==> src/rtl/mem_seq_pkg.sv <==
// Shared encodings for the memory-access sequencer: request opcodes and FSM states.
// Latency: n/a (types and constants only).
// Backpressure: n/a.
package mem_seq_pkg;

    localparam logic [1:0] OP_READ  = 2'b00;
    localparam logic [1:0] OP_WRITE = 2'b01;
    localparam logic [1:0] OP_RMW   = 2'b10;
    localparam logic [1:0] OP_RSVD  = 2'b11;

    typedef enum logic [2:0] {
        IDLE  = 3'd0,
        SETA  = 3'd1,
        WAITP = 3'd2,
        SETI  = 3'd3,
        WAITD = 3'd4,
        LOADR = 3'd5,
        WRM   = 3'd6,
        NOP   = 3'd7
    } state_t;

endpackage

==> src/rtl/mem_seq_lat.sv <==
// Loadable down-counter with zero flag that times the RAM read-latency wait states.
// Latency: load and decrement take effect at the next clk edge; zero is combinational from the count.
// Backpressure: none; decrement saturates at zero.
module lat_cnt #(
    parameter int W = 1
) (
    input  logic         clk,
    input  logic         rst_n,
    input  logic         load,
    input  logic [W-1:0] load_val,
    input  logic         dec,
    output logic         zero
);

    logic [W-1:0] cnt;

    always_ff @(posedge clk or negedge rst_n) begin
        if (!rst_n) begin
            cnt <= '0;
        end else if (load) begin
            cnt <= load_val;
        end else if (dec && (cnt != '0)) begin
            cnt <= cnt - 1'b1;
        end
    end

    assign zero = (cnt == '0);

endmodule

==> src/rtl/mem_seq.sv <==
// Sequences one READ/WRITE/RMW request (direct or indirect) into MEMORY strobes ADDR/srcA/wAR/wM and R load wR.
// Latency: start edge to done is 3/5 READ, 2/4 WRITE, 4/6 RMW, 1 reserved (RD_LAT=1); +RD_LAT-1 per wait state.
// Backpressure: start is sampled only in IDLE; requests arriving while busy are dropped, not queued.
module mem_seq
    import mem_seq_pkg::*;
#(
    parameter int ADDR_W = 8,
    parameter int RD_LAT = 1
) (
    input  logic              clk,
    input  logic              rst_n,
    input  logic              start,
    input  logic [1:0]        op,
    input  logic              ind,
    input  logic [ADDR_W-1:0] addr,
    output logic              busy,
    output logic              done,
    output logic [ADDR_W-1:0] ADDR,
    output logic              srcA,
    output logic              wAR,
    output logic              wM,
    output logic              wR
);

    localparam int CNT_W = $clog2(RD_LAT + 1);
    localparam logic [CNT_W-1:0] WAIT_LOAD = CNT_W'(RD_LAT - 1);

    state_t            state;
    state_t            state_n;
    logic [1:0]        op_q;
    logic              ind_q;
    logic              wait_zero;
    logic              wait_load;
    logic              wait_dec;
    logic              accept;

    assign accept = (state == IDLE) && start;

    always_ff @(posedge clk or negedge rst_n) begin
        if (!rst_n) begin
            state <= IDLE;
        end else begin
            state <= state_n;
        end
    end

    // Request context only moves on an accepted start, so a start while busy cannot disturb it.
    always_ff @(posedge clk or negedge rst_n) begin
        if (!rst_n) begin
            ADDR  <= '0;
            op_q  <= OP_READ;
            ind_q <= 1'b0;
        end else if (accept) begin
            ADDR  <= addr;
            op_q  <= op;
            ind_q <= ind;
        end
    end

    always_comb begin
        state_n = state;
        case (state)
            IDLE: begin
                if (start) begin
                    state_n = (op == OP_RSVD) ? NOP : SETA;
                end
            end
            SETA: begin
                if (ind_q) begin
                    state_n = WAITP;
                end else if (op_q == OP_WRITE) begin
                    state_n = WRM;
                end else begin
                    state_n = WAITD;
                end
            end
            WAITP: begin
                if (wait_zero) begin
                    state_n = SETI;
                end
            end
            SETI: begin
                state_n = (op_q == OP_WRITE) ? WRM : WAITD;
            end
            WAITD: begin
                if (wait_zero) begin
                    state_n = LOADR;
                end
            end
            LOADR: begin
                state_n = (op_q == OP_RMW) ? WRM : IDLE;
            end
            WRM:     state_n = IDLE;
            NOP:     state_n = IDLE;
            default: state_n = IDLE;
        endcase
    end

    // Counter is armed on the edge entering a wait state so its first cycle already counts.
    assign wait_load = ((state_n == WAITP) || (state_n == WAITD)) && (state_n != state);
    assign wait_dec  = (state == WAITP) || (state == WAITD);

    lat_cnt #(
        .W(CNT_W)
    ) u_lat_cnt (
        .clk      (clk),
        .rst_n    (rst_n),
        .load     (wait_load),
        .load_val (WAIT_LOAD),
        .dec      (wait_dec),
        .zero     (wait_zero)
    );

    always_comb begin
        busy = (state != IDLE);
        srcA = 1'b0;
        wAR  = 1'b0;
        wM   = 1'b0;
        wR   = 1'b0;
        done = 1'b0;
        case (state)
            SETA: wAR = 1'b1;
            SETI: begin
                wAR  = 1'b1;
                srcA = 1'b1;
            end
            LOADR: begin
                wR   = 1'b1;
                done = (op_q != OP_RMW);
            end
            WRM: begin
                wM   = 1'b1;
                done = 1'b1;
            end
            NOP:     done = 1'b1;
            default: ;
        endcase
    end

endmodule
==> config.mk <==
export PLATFORM = sky130hd
export DESIGN_NAME = mem_seq
export DESIGN_NICKNAME = d
export VERILOG_FILES = /design/src/rtl/mem_seq_pkg.sv /design/src/rtl/mem_seq_lat.sv /design/src/rtl/mem_seq.sv
export SDC_FILE = /design/constraint.sdc
export NUM_CORES = 1
export LEC_CHECK = 0
export ABC_AREA = 1
export CAP_MARGIN = 20
export CORE_MARGIN = 2
export CORE_UTILIZATION = 38
export CTS_CLUSTER_DIAMETER = 30
export CTS_CLUSTER_SIZE = 24
export DETAILED_ROUTE_END_ITERATION = 12
export PLACE_DENSITY = 0.73
export SLEW_MARGIN = 20
export SYNTH_ARGS = -nofsm -noshare
export SYNTH_HDL_FRONTEND = slang
export SYNTH_SLANG_ARGS = --single-unit
==> constraint.sdc <==
create_clock -name clk -period 1.95 [get_ports clk]
set_clock_uncertainty 0.2 [all_clocks]
set_input_delay 0.195 -clock clk [delete_from_list [all_inputs] [get_ports clk]]
set_output_delay 0.195 -clock clk [all_outputs]
set_load 0.02 [all_outputs]
==> reports/qor.csv, run 1 <==
stage,metric,value,unit
run_status,status,"complete, no violations",
finish,Nets,174,
clock_network,CTS tree,done,
critical_path,Crit Path Max Fanout,7,
pwr,Pwr Density,1670,nW/um^2
synth,Mapped Area,833,sq um
clock_network,H-tree depth,1,
placed_design,IO Port Bufs,27,
die,Core Rows,16,
placed_design,Placement Cell Area,1230,sq um
finish,Layout area overhead,49.9,%
critical_path,WP buf/inv,2,
critical_path,kind of critical path,flip-flop to primary output,
grt,largest net degree at the start of global routing,16,
die,die height,50.8,um
placed_design,GPL Wtd Cong,0.854,
timing,Slew Limit Fails,0,
flow_run,number of max-cap violations,0,
timing,# setup viols final,0,
routing,WL/cell,9.81,um
timing,Worst Max-Slew Pin Slew,638,ps
grt,grt total ovfl,0,
synth,cells after synthesis,116,
finish,Antenna Cells,0,
routing,final wirelength,1830,um
die,die area,2580,sq um
critical_path,critical path's top delay family,flip-flops,
grt,first-pass GRT wire length,3140,um
placed_design,DPL Wire Length,1540,um
finish,cell area after layout,1250,sq um
routing,Vias,818,
timing,worst hold slack,102,ps
routing,post-route ant nets,0,
routing,Via density,4.40,
synth,number of synthesized register bits,15,
clock_network,Skew-Pair Late Insertion Delay,280,ps
clock_network,root buffer cell,clkbuf_4,
clock_network,hold_buf cts,0,
critical_path,critical path endpoint category,primary output,
critical_path,crit start category,flip-flop,
critical_path,Crit path arrival time,1460,ps
clock_network,Max clock buf depth,2,
synth,"Seq/Total Area, Yosys",45.0,%
critical_path,CP max stage delay,480,ps
pwr,Switching Fraction,45.3,%
timing,final hold vios,0,
pwr,NetSw,0.946,mW
synth,Syn Nets,130,
critical_path,"Top cell by count, worst path",nand2_1,
synth,Synth Warn #,0,
critical_path,crit path cell chain,"nor2_1, buf_4, nand2_1, nand2_1, dlygate4sd2_1",
routing,# DRC,0,
pwr,Clock Power Share,8.3,%
clock_network,Num CTS Buffers,3,
timing,unrepaired setup endpoints after global routing,no,
critical_path,r2r worst-path depth,8,
routing,initial DRC count,6,
timing,Relative slew margins,57.3,%
pwr,Final Power,2.09,mW
die,# IOs,28,
timing,TNS Setup,0,ps
timing,maximum clock frequency,539,MHz
die,die span in x,50.8,um
timing,final period utilization,95.2,%
synth,post-synth cell types,19,
grt,All-Layer GR Usage,16.0,%
critical_path,worst r2r dst,u_lat_cnt.cnt$_DFFE_PN0P_,
die,Initial Utilization,41.2,%
synth,Mapped Avg Cell Area,7.18,sq um
worst_hold_path,worst hold path class,input port to asynchronous set/reset pin,
die,core area,2020,sq um
critical_path,WP data required,1550,ps
grt,vias in the first global route,764,
critical_path,r2r startpoint,state[1]$_DFF_PN0_,
routing,router iterations before antenna repair,4,
pwr,Logic pwr share,63.6,%
pwr,Leakage,0.650,nW
critical_path,critical path's slowest cell,dfrtp_2,
critical_path,"reg-to-reg slack, setup",310,ps
pwr,sequential cell fraction of total power,28.1,%
pwr,Int Pwr,1.14,mW
timing,Period minus WS final,1860,ps
pwr,Peak VDD IR,0.868,mV
grt,initial antenna violation count,0,
finish,fillers,192,
clock_network,Setup Buffers After CTS,0,
clock_network,Sink Count,15,
clock_network,clk slew on worst S/H paths,90,ps
finish,share of cells above drive strength 1,22.6,%
==> cells in the mapped netlist (all sizes together) <==
cell | instances | area, sq um
clkinv | 1 | 3.75
nand3b | 1 | 7.51
inv | 11 | 41.3
nand3 | 8 | 45.0
buf | 3 | 21.3
a21oi | 4 | 23.8
dfrtp | 15 | 375
nor3 | 1 | 5.00
o21ai | 2 | 10.0
nor2 | 19 | 96.3
nand2 | 51 | 204
==> per-stage QoR <==
stage	setup slack (ps)	instances	utilization, %
after global placement	-85.3	182	60.8
after floorplan	337	116	-
after global routing	13.4	186	61.8
after detailed placement	-95.5	182	60.8
after CTS	30.0	186	62.1
final	93.7	186	61.8
==> timing repair <==
action	CTS	global route
gates cloned	0	0
resized for setup	11	1
endpoints found under the setup margin	6	1
==> placed cells by master (no fill, tap or decap), drive strengths merged <==
master / netlist / layout
dfrtp: 15 / 15
nand2: 51 / 51
nand3b: 1 / 1
a21oi: 4 / 4
clkdlybuf4s50: 0 / 21
inv: 11 / 11
dlygate4sd2: 0 / 5
o21ai: 2 / 2
nor2: 19 / 19
nor3: 1 / 1
buf: 3 / 16
clkinv: 1 / 2
clkbuf: 0 / 3
nand3: 8 / 8
==> per-layer routing <==
| layer | track usage [%] | vias up | wire [um] |
|---|---|---|---|
| met4 | 5.41 | 0 | 0 |
| met3 | 2.63 | 0 | 108 |
| met5 | 0 | - | 0 |
| met1 | 19.1 | 352 | 769 |
| met2 | 29.2 | 29 | 947 |
| li1 | - | 437 | - |
==> kinds of logic (layout without fill, tap and decap cells) <==
group,count (synthesis),count (layout),synth area share (%)
AO/OA/AOI/OAI,6,6,4.05
flip-flops,15,15,45.0
buffers and inverters,15,58,7.96
AND/OR/NAND/NOR,80,80,42.9
==> state kept, by name, indices dropped and copies added (netlist names) <==
name,flops
ADDR,8
ind_q,1
op_q,2
state,3
u_lat_cnt.cnt,1
==> worst max path at each step <==
| stage | from | endpoint | slack [ps] | cells past startpoint |
|---|---|---|---|---|
| 4_1_cts | state[1]$_DFF_PN0_ | done | 30 | 7 |
| 3_3_place_gp | start | done | -90 | 7 |
| 2_1_floorplan | state[1]$_DFF_PN0_ | done | 340 | 7 |
| 6_report | state[1]$_DFF_PN0_ | wAR | 90 | 5 |
| 3_5_place_dp | start | done | -100 | 7 |
| 5_1_grt | state[1]$_DFF_PN0_ | done | 10 | 7 |
==> area by class of cell <==
| type | count | area (sq um) | area share, % |
|---|---|---|---|
| sequential | 15 | 379 | 30.4 |
| tap | 27 | 33.8 | 2.71 |
| inverter | 12 | 45.0 | 3.61 |
| clock buffer | 3 | 22.5 | 1.80 |
| multi-input combinational | 86 | 392 | 31.4 |
| timing repair buffer | 42 | 372 | 29.8 |
| clock inverter | 1 | 5.00 | 0.401 |
==> power groups by stage <==
stage	sequential, mW	combinational, mW	clock, mW
detailed placement	0.584	1.39	0
CTS	0.586	1.36	0.179
global placement	0.580	1.35	0
floorplan	0.629	0.719	0
global route	0.608	1.47	0.194
finish	0.587	1.33	0.173
No activity file was read; power rests on OpenSTA's default activity.
==> run 2, diff against run 1 <==
--- a/config.mk
+++ b/config.mk
@@ -8,12 +8,12 @@
 export ABC_AREA = 1
 export CAP_MARGIN = 20
 export CORE_MARGIN = 2
-export CORE_UTILIZATION = 38
+export CORE_UTILIZATION = 44
 export CTS_CLUSTER_DIAMETER = 30
 export CTS_CLUSTER_SIZE = 24
 export DETAILED_ROUTE_END_ITERATION = 12
-export PLACE_DENSITY = 0.73
-export SLEW_MARGIN = 20
+export PLACE_DENSITY = 0.82
+export SLEW_MARGIN = 0
 export SYNTH_ARGS = -nofsm -noshare
 export SYNTH_HDL_FRONTEND = slang
 export SYNTH_SLANG_ARGS = --single-unit
==> run 2 against run 1 <==
  * Sequential share of layout area hardly changed
  * Clock power hardly changed
  * Fmax is 0.80% lower
  * Critical path type unchanged
  * Largest power group unchanged
  * Critical endpoint unchanged
  * Highest routed layer is now met4
  * Via count is 6.4% higher
  * Non-clock buffer count is 2 higher
  * Combinational power hardly changed
  * Global-route usage is 4.5 points higher
==> reports/qor.csv, run 2 (synthesis gave the netlist of run 1 again) <==
stage,metric,value,unit,change
finish,Layout area overhead,50.0,%,
timing,Slew Limit Fails,0,,unchanged
die,die span in x,47.5,um,-6.5%
placed_design,GPL Wtd Cong,0.828,,-3.0%
critical_path,Crit path arrival time,1480,ps,+20 ps
timing,Relative slew margins,82.4,%,+25 points
critical_path,critical path's slowest cell,dfrtp_2,,
pwr,Logic pwr share,64.2,%,+0.6 points
finish,Antenna Cells,0,,unchanged
routing,Via density,4.68,,+6.4%
placed_design,IO Port Bufs,27,,unchanged
grt,first-pass GRT wire length,3320,um,+5.7%
critical_path,critical path endpoint category,primary output,,
critical_path,WP data required,1550,ps,about the same
routing,router iterations before antenna repair,4,,unchanged
critical_path,crit path from,state[2]$_DFF_PN0_,,
clock_network,H-tree depth,1,,unchanged
finish,fillers,157,,-18%
pwr,sequential cell fraction of total power,27.6,%,-0.5 points
critical_path,Crit Path Max Fanout,6,,-1
timing,final hold vios,0,,unchanged
critical_path,CP max stage delay,460,ps,-20 ps
critical_path,kind of critical path,flip-flop to primary output,,
timing,TNS Setup,0,ps,unchanged
finish,multi-input logic area,392,sq um,unchanged
die,die height,47.5,um,-6.5%
placed_design,DPL Wire Length,1580,um,+2.2%
pwr,Clock Power Share,8.1,%,-0.2 points
pwr,Leakage,0.650,nW,+0.12%
timing,unrepaired setup endpoints after global routing,no,,
pwr,Int Pwr,1.16,mW,+1.2%
routing,initial DRC count,11,,+5
routing,Vias,870,,+6.4%
routing,final wirelength,2000,um,+9.7%
grt,All-Layer GR Usage,20.5,%,+4.5 points
timing,# setup viols final,0,,unchanged
timing,Period minus WS final,1870,ps,+14.9 ps
pwr,Switching Fraction,45.3,%,+0.062 points
critical_path,crit start category,flip-flop,,
critical_path,crit path cell chain,"inv_2, nand3_1, buf_4, nand2_1, dlygate4sd2_1",,
clock_network,Num CTS Buffers,3,,unchanged
die,die area,2260,sq um,-13%
die,core area,1750,sq um,-14%
pwr,Peak VDD IR,1.11,mV,+28%
routing,WL/cell,10.8,um,+9.7%
grt,initial antenna violation count,0,,unchanged
timing,maximum clock frequency,534,MHz,-0.80%
finish,top flop regs,"ADDR (8), state (3), op_q (2)",,
worst_hold_path,worst hold path class,input port to asynchronous set/reset pin,,
routing,post-route ant nets,0,,unchanged
finish,Layout Utilization,71.6,%,+9.9 points
grt,vias in the first global route,842,,+10%
finish,max reg flops,8,,unchanged
die,# IOs,28,,unchanged
timing,Worst Max-Slew Pin Slew,264,ps,-374 ps
finish,largest register by flop count,ADDR,,
clock_network,Skew-Pair Late Insertion Delay,280,ps,about the same
clock_network,Max clock buf depth,2,,unchanged
flow_run,number of max-cap violations,0,,unchanged
clock_network,root buffer cell,clkbuf_4,,
die,Initial Utilization,47.7,%,+6.5 points
routing,# DRC,0,,unchanged
clock_network,clk slew on worst S/H paths,80,ps,about the same
grt,grt total ovfl,0,,unchanged
grt,largest net degree at the start of global routing,16,,unchanged
pwr,NetSw,0.959,mW,+1.4%
finish,share of cells above drive strength 1,24.2,%,+1.6 points
critical_path,"reg-to-reg slack, setup",280,ps,-30 ps
finish,Register Area,379,sq um,unchanged
timing,final period utilization,96.0,%,+0.76 points
finish,"commonest non-fill, non-tap cell in the layout",nand2_1,,
finish,"commonest non-fill, non-tap cells in the layout","nand2_1, clkdlybuf4s50_1, buf_4, nor2_1, dfrtp_1",,
die,Core Rows,15,,-1
run_status,status,"complete, no violations",,
critical_path,r2r startpoint,state[1]$_DFF_PN0_,,
finish,Nets,176,,+1.1%
clock_network,CTS tree,done,,
pwr,Pwr Density,1690,nW/um^2,+1.2%
clock_network,Sink Count,15,,unchanged
==> run 2: cell count changes in the layout (fill, tap and decap cells not counted), sizes merged <==
cell / delta
buf: +1
clkinv: -1
clkbuf: +4
dlygate4sd2: -2
==> run 2: per-layer routing <==
metal	wire length (um)	part of all wire, %	GRT usage [%]
met4	31	1.5	7.22
met3	151	7.5	4.15
met5	0	0	0
met1	796	40	21.4
met2	1020	51	40.0
==> run 2: cell type report <==
class	instances	area share [%]
sequential	15	30.3
multi-input combinational	86	31.3
timing repair buffer	44	30.1
inverter	12	3.60
tap	25	2.50
clock buffer	4	2.10
==> run 2: path summary, 6_finish.rpt <==
path | depth (start not counted) | to
max | 5 | wAR
min | 2 | ADDR[3]$_DFFE_PN0P_
max reg2reg | 10 | u_lat_cnt.cnt$_DFFE_PN0P_
min reg2reg | 2 | ADDR[6]$_DFFE_PN0P_
max in group asynchronous | 2 | state[2]$_DFF_PN0_
min in group clk | 3 | ADDR[3]$_DFFE_PN0P_
==> run 2: power groups by stage <==
| stage | clock network (mW) | logic [mW] | registers (mW) |
|---|---|---|---|
| floorplan | 0 | 0.719 | 0.629 |
| global placement | 0 | 1.35 | 0.580 |
| detailed placement | 0 | 1.40 | 0.585 |
| CTS | 0.177 | 1.37 | 0.590 |
| global route | 0.191 | 1.51 | 0.607 |
| finish | 0.172 | 1.36 | 0.584 |
==> run 2: timing repair <==
item,in CTS,in global routing
gates resized for setup,11,5
hold buffers,0,0
setup endpoints to repair,6,1
setup buffers,0,1
cloned,0,0
==> run 2: critical path, delay by kind of cell, from the launching register on <==
kind	cells	cell delay, ps
flip-flops	1	460
buffers and inverters	3	590
AND/OR/NAND/NOR	2	160
==> run 2: metrics by stage <==
step	hold WS (ps)	power (mW)	setup WS, ps	instance area, sq um	cells
2_1_floorplan	-301	1.35	337	833	116
5_1_grt	24.3	2.30	16.0	1250	186
3_5_place_dp	262	1.98	-95.1	1230	181
4_1_cts	20.6	2.13	18.7	1260	185
6_report	16.0	2.12	78.8	1250	186
3_3_place_gp	254	1.93	-72.1	1230	181
==> RTL edit 1, RTL diff (flow settings as in run 1) <==
Encoding of `state_t`: now one-hot (8 bits for 8 states).
--- a/src/rtl/mem_seq_pkg.sv
+++ b/src/rtl/mem_seq_pkg.sv
@@ -8,15 +8,15 @@
     localparam logic [1:0] OP_RMW   = 2'b10;
     localparam logic [1:0] OP_RSVD  = 2'b11;
 
-    typedef enum logic [2:0] {
-        IDLE  = 3'd0,
-        SETA  = 3'd1,
-        WAITP = 3'd2,
-        SETI  = 3'd3,
-        WAITD = 3'd4,
-        LOADR = 3'd5,
-        WRM   = 3'd6,
-        NOP   = 3'd7
+    typedef enum logic [7:0] {
+        IDLE  = 8'b00000001,
+        SETA  = 8'b00000010,
+        WAITP = 8'b00000100,
+        SETI  = 8'b00001000,
+        WAITD = 8'b00010000,
+        LOADR = 8'b00100000,
+        WRM   = 8'b01000000,
+        NOP   = 8'b10000000
     } state_t;
 
 endpackage
Check against the original RTL: same outputs for any inputs over 10 cycles, from zero or initial values and one cycle with rst_n low; not proved beyond that.
==> RTL edit 1 against run 1 <==
Count of clock-buffer cells in the layout is 1 higher; utilization is 3.6 points lower; power is 3.2% lower; sequential cell count is 5 higher; wire length is 39% higher; synthesized area is 23% higher; critical path depth is 1 higher; first-iteration DRC count grew to 3.3 times the old value; worst setup slack worse by 0.0011 ns; clock power is 17% higher; design area is 17% higher; critical path type unchanged; largest cell class is now sequential cells; largest power group unchanged.
==> RTL edit 1: results <==
metrics = {
    "worst_setup_path": {
        "critical_path.max_fanout": 3,
        "regToRegSetupSlack_ns": 0.18,
        "slowest_stage": "dfrtp_1",
        "r2r_start": "state[5]$_DFF_PN0_",
        "reg2reg_to": "op_q[1]$_DFFE_PN0P_",
        "critPathMaxStageDelay_ns": 0.42,
        "startpoint": "state[2]$_DFF_PN0_",
    },
    "sta": {
        "tightest_slew_ns": 0.3268,
        "holdWs_ns": 0.02208,
    },
    "pwr": {
        "p_int_uw": 1135,
        "ir_drop_v": 0.0008669,
        "p_leak_uw": 0.0007527,
    },
    "logic_synthesis": {
        "ys_async_sr_fraction_pct": 100.0,
        "synth_seq_area_share_pct": 49.14,
        "ys_top_cells_by_count": "35 x nand2_1, 23 x nand3_1, 19 x dfrtp_1, 16 x inv_1, 15 x nor2_1",
        "synthTopCellsByArea": "dfrtp_1 47%, nand2_1 13%, nand3_1 11%",
        "syn-num-nets": 146,
        "yosysUniqueCellTypes": 21,
    },
    "routing": {
        "detail_route.wl_per_cell_um": 12.10,
        "drtIter0Drc": 20,
        "vias_per_cell": 4.837,
    },
    "finish": {
        "drive_above_1_share_pct": 22.35,
        "reg_top3": "ADDR (8), state (8), op_q (2)",
        "num-fill-cells": 247,
        "final_nets": 194,
    },
    "placement": {
        "dp_hpwl_mm": 1.950,
        "routabilityCongestion": 0.8897,
    },
    "global_route": {
        "grt_pass1_wl_mm": 4.229,
        "grt_max_degree": 21,
        "grt_usage_pct": 17.41,
    },
    "cts": {
        "clk_latency_ns": 0.30,
        "cts_root_buffer": "clkbuf_4",
        "clk_pin_slew_worst_paths_ns": 0.11,
    },
    "status": {
        "outcome": "completed",
    },
}
[RTL edit 1: cell count changes after synthesis, moves of 2 or more]
cell,before,now
buf_2,2,0
dfrtp_1,15,19
inv_1,7,16
inv_2,4,1
nand2_1,48,35
nand3_1,7,23
o21ai_0,0,3
o21ai_1,2,0
[RTL edit 1: how the worst max path moves through the flow]
| stage | endpoint | cells after the start | slack, ns |
|---|---|---|---|
| final | done | 6 | 0.09 |
| after global routing | done | 7 | -0.03 |
| after CTS | srcA | 5 | 0.0003 |
| after detailed placement | done | 6 | -0.05 |
| after global placement | done | 6 | -0.009 |
| after floorplan | done | 5 | 0.24 |
[RTL edit 1: cells by family after synthesis]
kind of cell           share of synthesized area [%]
buffers and inverters                          8.456
AO/OA/AOI/OAI                                  5.025
flip-flops                                     49.14
AND/OR/NAND/NOR                                37.38
[RTL edit 1: per-stage QoR]
stage	setup TNS, ns	cells	setup WS, ns	utilization, %
after detailed placement	-0.09199	203	-0.05045	56.85
after global routing	-0.03084	209	-0.03084	58.13
final	0	209	0.09258	58.13
after CTS	0	208	0.0002902	58.33
after floorplan	0	132	0.2382	-
after global placement	-0.008576	203	-0.008576	56.85
[RTL edit 1: power groups by stage]
| stage | Combinational [uW] | Sequential [uW] | Clock [uW] |
|---|---|---|---|
| 5_1_grt | 1260 | 677 | 235 |
| 3_5_place_dp | 1140 | 662 | 0 |
| 4_1_cts | 1140 | 656 | 212 |
| 6_report | 1160 | 658 | 203 |
| 3_3_place_gp | 1120 | 661 | 0 |
| 2_1_floorplan | 556 | 758 | 0 |
[RTL edit 1: repair_timing]
item / 4_1_cts / 5_1_grt
cloned: 0 / 0
pin swaps: 1 / 3
setup buffers: 1 / 1
resized for setup: 19 / 11
setup endpoints to repair: 6 / 6
[RTL edit 1: layout make-up]
cell class	instances	share of cell area [%]
clock buffers	4	1.792
inverters	17	4.352
multi-input cells	92	30.80
flip-flops and latches	20	34.21
well taps	30	2.560
repair buffers	46	26.28
[RTL edit 1: metal layers]
layer / part of all wire, % / track usage (%)
met5: 0 / 0
met4: 1.5 / 7.143
met3: 7.6 / 3.953
met2: 48 / 30.78
met1: 43 / 20.24
==> RTL edit 2, RTL diff (settings of run 1) <==
Made on the original files. Set the parameter `ADDR_W` to 7 (it was 8).
--- a/src/rtl/mem_seq.sv
+++ b/src/rtl/mem_seq.sv
@@ -4,7 +4,7 @@
 module mem_seq
     import mem_seq_pkg::*;
 #(
-    parameter int ADDR_W = 8,
+    parameter int ADDR_W = 7,
     parameter int RD_LAT = 1
 ) (
     input  logic              clk,
Ports: changed (resized ADDR and addr); port bits go from 28 to 26. The function was not compared with the original's and may differ.
==> RTL edit 2 against run 1 <==
Clock power fell by 16%; wire length down 22%; power decreased by 23%; first-iteration DRC count is 33% higher; count of clock-buffer cells in the layout did not move; design area decreased by 18%; non-clock buffer count decreased by 13; synthesized area shrank 14%; combinational power fell by 30%; worst setup slack lost 0.0042 ns; sequential cell count shrank 1; critical path depth stayed put; final cell count shrank 22%; critical path type unchanged.
==> RTL edit 2: results <==
metrics = {
    "cts": {
        "clk_latency_ns": 0.26,
        "cts_buffers": 3,
        "cts_root_buffer": "clkbuf_4",
        "clk_pin_slew_worst_paths_ns": 0.07,
        "clock_path_buffers": 2,
        "h-tree-depth": 1,
        "postCtsSetupBuffers": 0,
    },
    "status": {
        "outcome": "completed",
    },
    "placement": {
        "port_buffers": 25,
        "dp_hpwl_mm": 1.140,
        "post-place-ws_ns": -0.08764,
        "routabilityCongestion": 0.9093,
    },
    "worst_setup_path": {
        "critical_path.max_fanout": 6,
        "crit_arrival_ns": 1.47,
    },
    "logic_synthesis": {
        "yosys_warnings": 0,
        "synthTopCellsByArea": "dfrtp_1 49%, nand2_1 18%, nand2_2 5.3%",
        "ys_async_sr_fraction_pct": 100.0,
        "yosys_most_used_dff": "dfrtp_1",
        "yosysTopAreaCellShare_pct": 49.12,
        "ys_top_cells_by_count": "34 x nand2_1, 14 x dfrtp_1, 8 x inv_1, 7 x nor2_1, 6 x nand2_2",
        "syn-num-nets": 102,
        "yosysUniqueCellTypes": 17,
        "synth_seq_area_share_pct": 49.12,
    },
    "global_route": {
        "antenna_found_initial": 0,
        "grt_pass1_vias": 609,
        "grt_pass1_wl_mm": 2.325,
        "grt_usage_pct": 14.93,
        "grt_max_degree": 15,
    },
    "pwr": {
        "p_leak_uw": 0.0005409,
        "p_int_uw": 895.0,
        "ir_drop_v": 0.0007371,
    },
    "routing": {
        "drtIter0Drc": 8,
        "routed_wl_mm": 1.422,
        "vias_per_cell": 4.524,
        "firstDrtPassIters": 4,
    },
    "hold_path": {
        "hold_class": "in2async",
    },
    "finish": {
        "num-fill-cells": 166,
        "reg_top3": "ADDR (7), state (3), op_q (2)",
        "diodes": 0,
        "drive_above_1_share_pct": 24.17,
        "final_nets": 135,
    },
    "sta": {
        "tightest_slew_ns": 0.5969,
    },
}
-- RTL edit 2: changes by cell type after synthesis, sizes merged, moves of 2 or more --
cell,delta
buf,-2
nor2,-10
o21ai,+3
a21oi,-3
nand2,-10
nand3,-4
-- RTL edit 2: final timing paths --
path	from	endpoint	slack, ns	depth (start not counted)
max	state[2]$_DFF_PN0_	wAR	0.09	5
min	rst_n	ADDR[1]$_DFFE_PN0P_	0.11	1
max reg2reg	state[0]$_DFF_PN0_	op_q[0]$_DFFE_PN0P_	0.45	7
min reg2reg	u_lat_cnt.cnt$_DFFE_PN0P_	state[0]$_DFF_PN0_	0.27	1
max in group asynchronous	rst_n	state[0]$_DFF_PN0_	1.02	1
min in group clk	addr[1]	ADDR[1]$_DFFE_PN0P_	0.26	3
-- RTL edit 2: stage by stage --
stage / area (um^2) / cells / util (%)
2_1_floorplan: 713.2 / 89 / -
5_1_grt: 1027 / 145 / 58.85
4_1_cts: 1023 / 145 / 58.64
3_5_place_dp: 1005 / 142 / 57.56
3_3_place_gp: 1005 / 142 / 57.56
6_report: 1027 / 145 / 58.85
-- RTL edit 2: layout make-up --
cell class,instances,area (um^2),area share (%)
Sequential cell,14,352.8,34.35
Timing Repair Buffer,29,272.8,26.55
Tap cell,25,31.28,3.045
Clock buffer,3,22.52,2.192
Multi-Input combinational cell,63,304.0,29.60
Inverter,11,43.79,4.263
-- RTL edit 2: worst max-delay path: stages (launching register included) --
cell and delay [ns]:
dfrtp_2 0.45, inv_2 0.11, nand3_1 0.10, buf_4 0.15, o21ai_0 0.06, dlygate4sd2_1 0.35
-- RTL edit 2: repair_timing --
item	4_1_cts	5_1_grt
setup endpoints to repair	5	3
hold endpoints to repair	0	0
gates cloned	0	0
pin swaps	0	0
gates resized for setup	6	7
-- RTL edit 2: cell families after synthesis --
kind of cell           after synthesis  share of synthesized area, %
buffers and inverters               12                         8.949
AO/OA/AOI/OAI                        7                         6.843
flip-flops                          14                         49.12
AND/OR/NAND/NOR                     56                         35.09
-- RTL edit 2: routing by layer --
metal | vias up | GRT usage [%] | part of all wire, %
met3 | 4 | 3.462 | 5.3
li1 | 337 | - | -
met4 | 0 | 10.56 | 1.6
met2 | 23 | 22.16 | 47
met5 | - | 0 | 0
met1 | 292 | 18.99 | 46
-- RTL edit 2: power groups by stage --
| stage | clock network, uW | logic [uW] | registers [uW] |
|---|---|---|---|
| 2_1_floorplan | 0 | 513 | 588 |
| 3_3_place_gp | 0 | 954 | 518 |
| 3_5_place_dp | 0 | 968 | 520 |
| 4_1_cts | 154 | 940 | 518 |
| 5_1_grt | 163 | 1030 | 545 |
| 6_report | 146 | 929 | 527 |
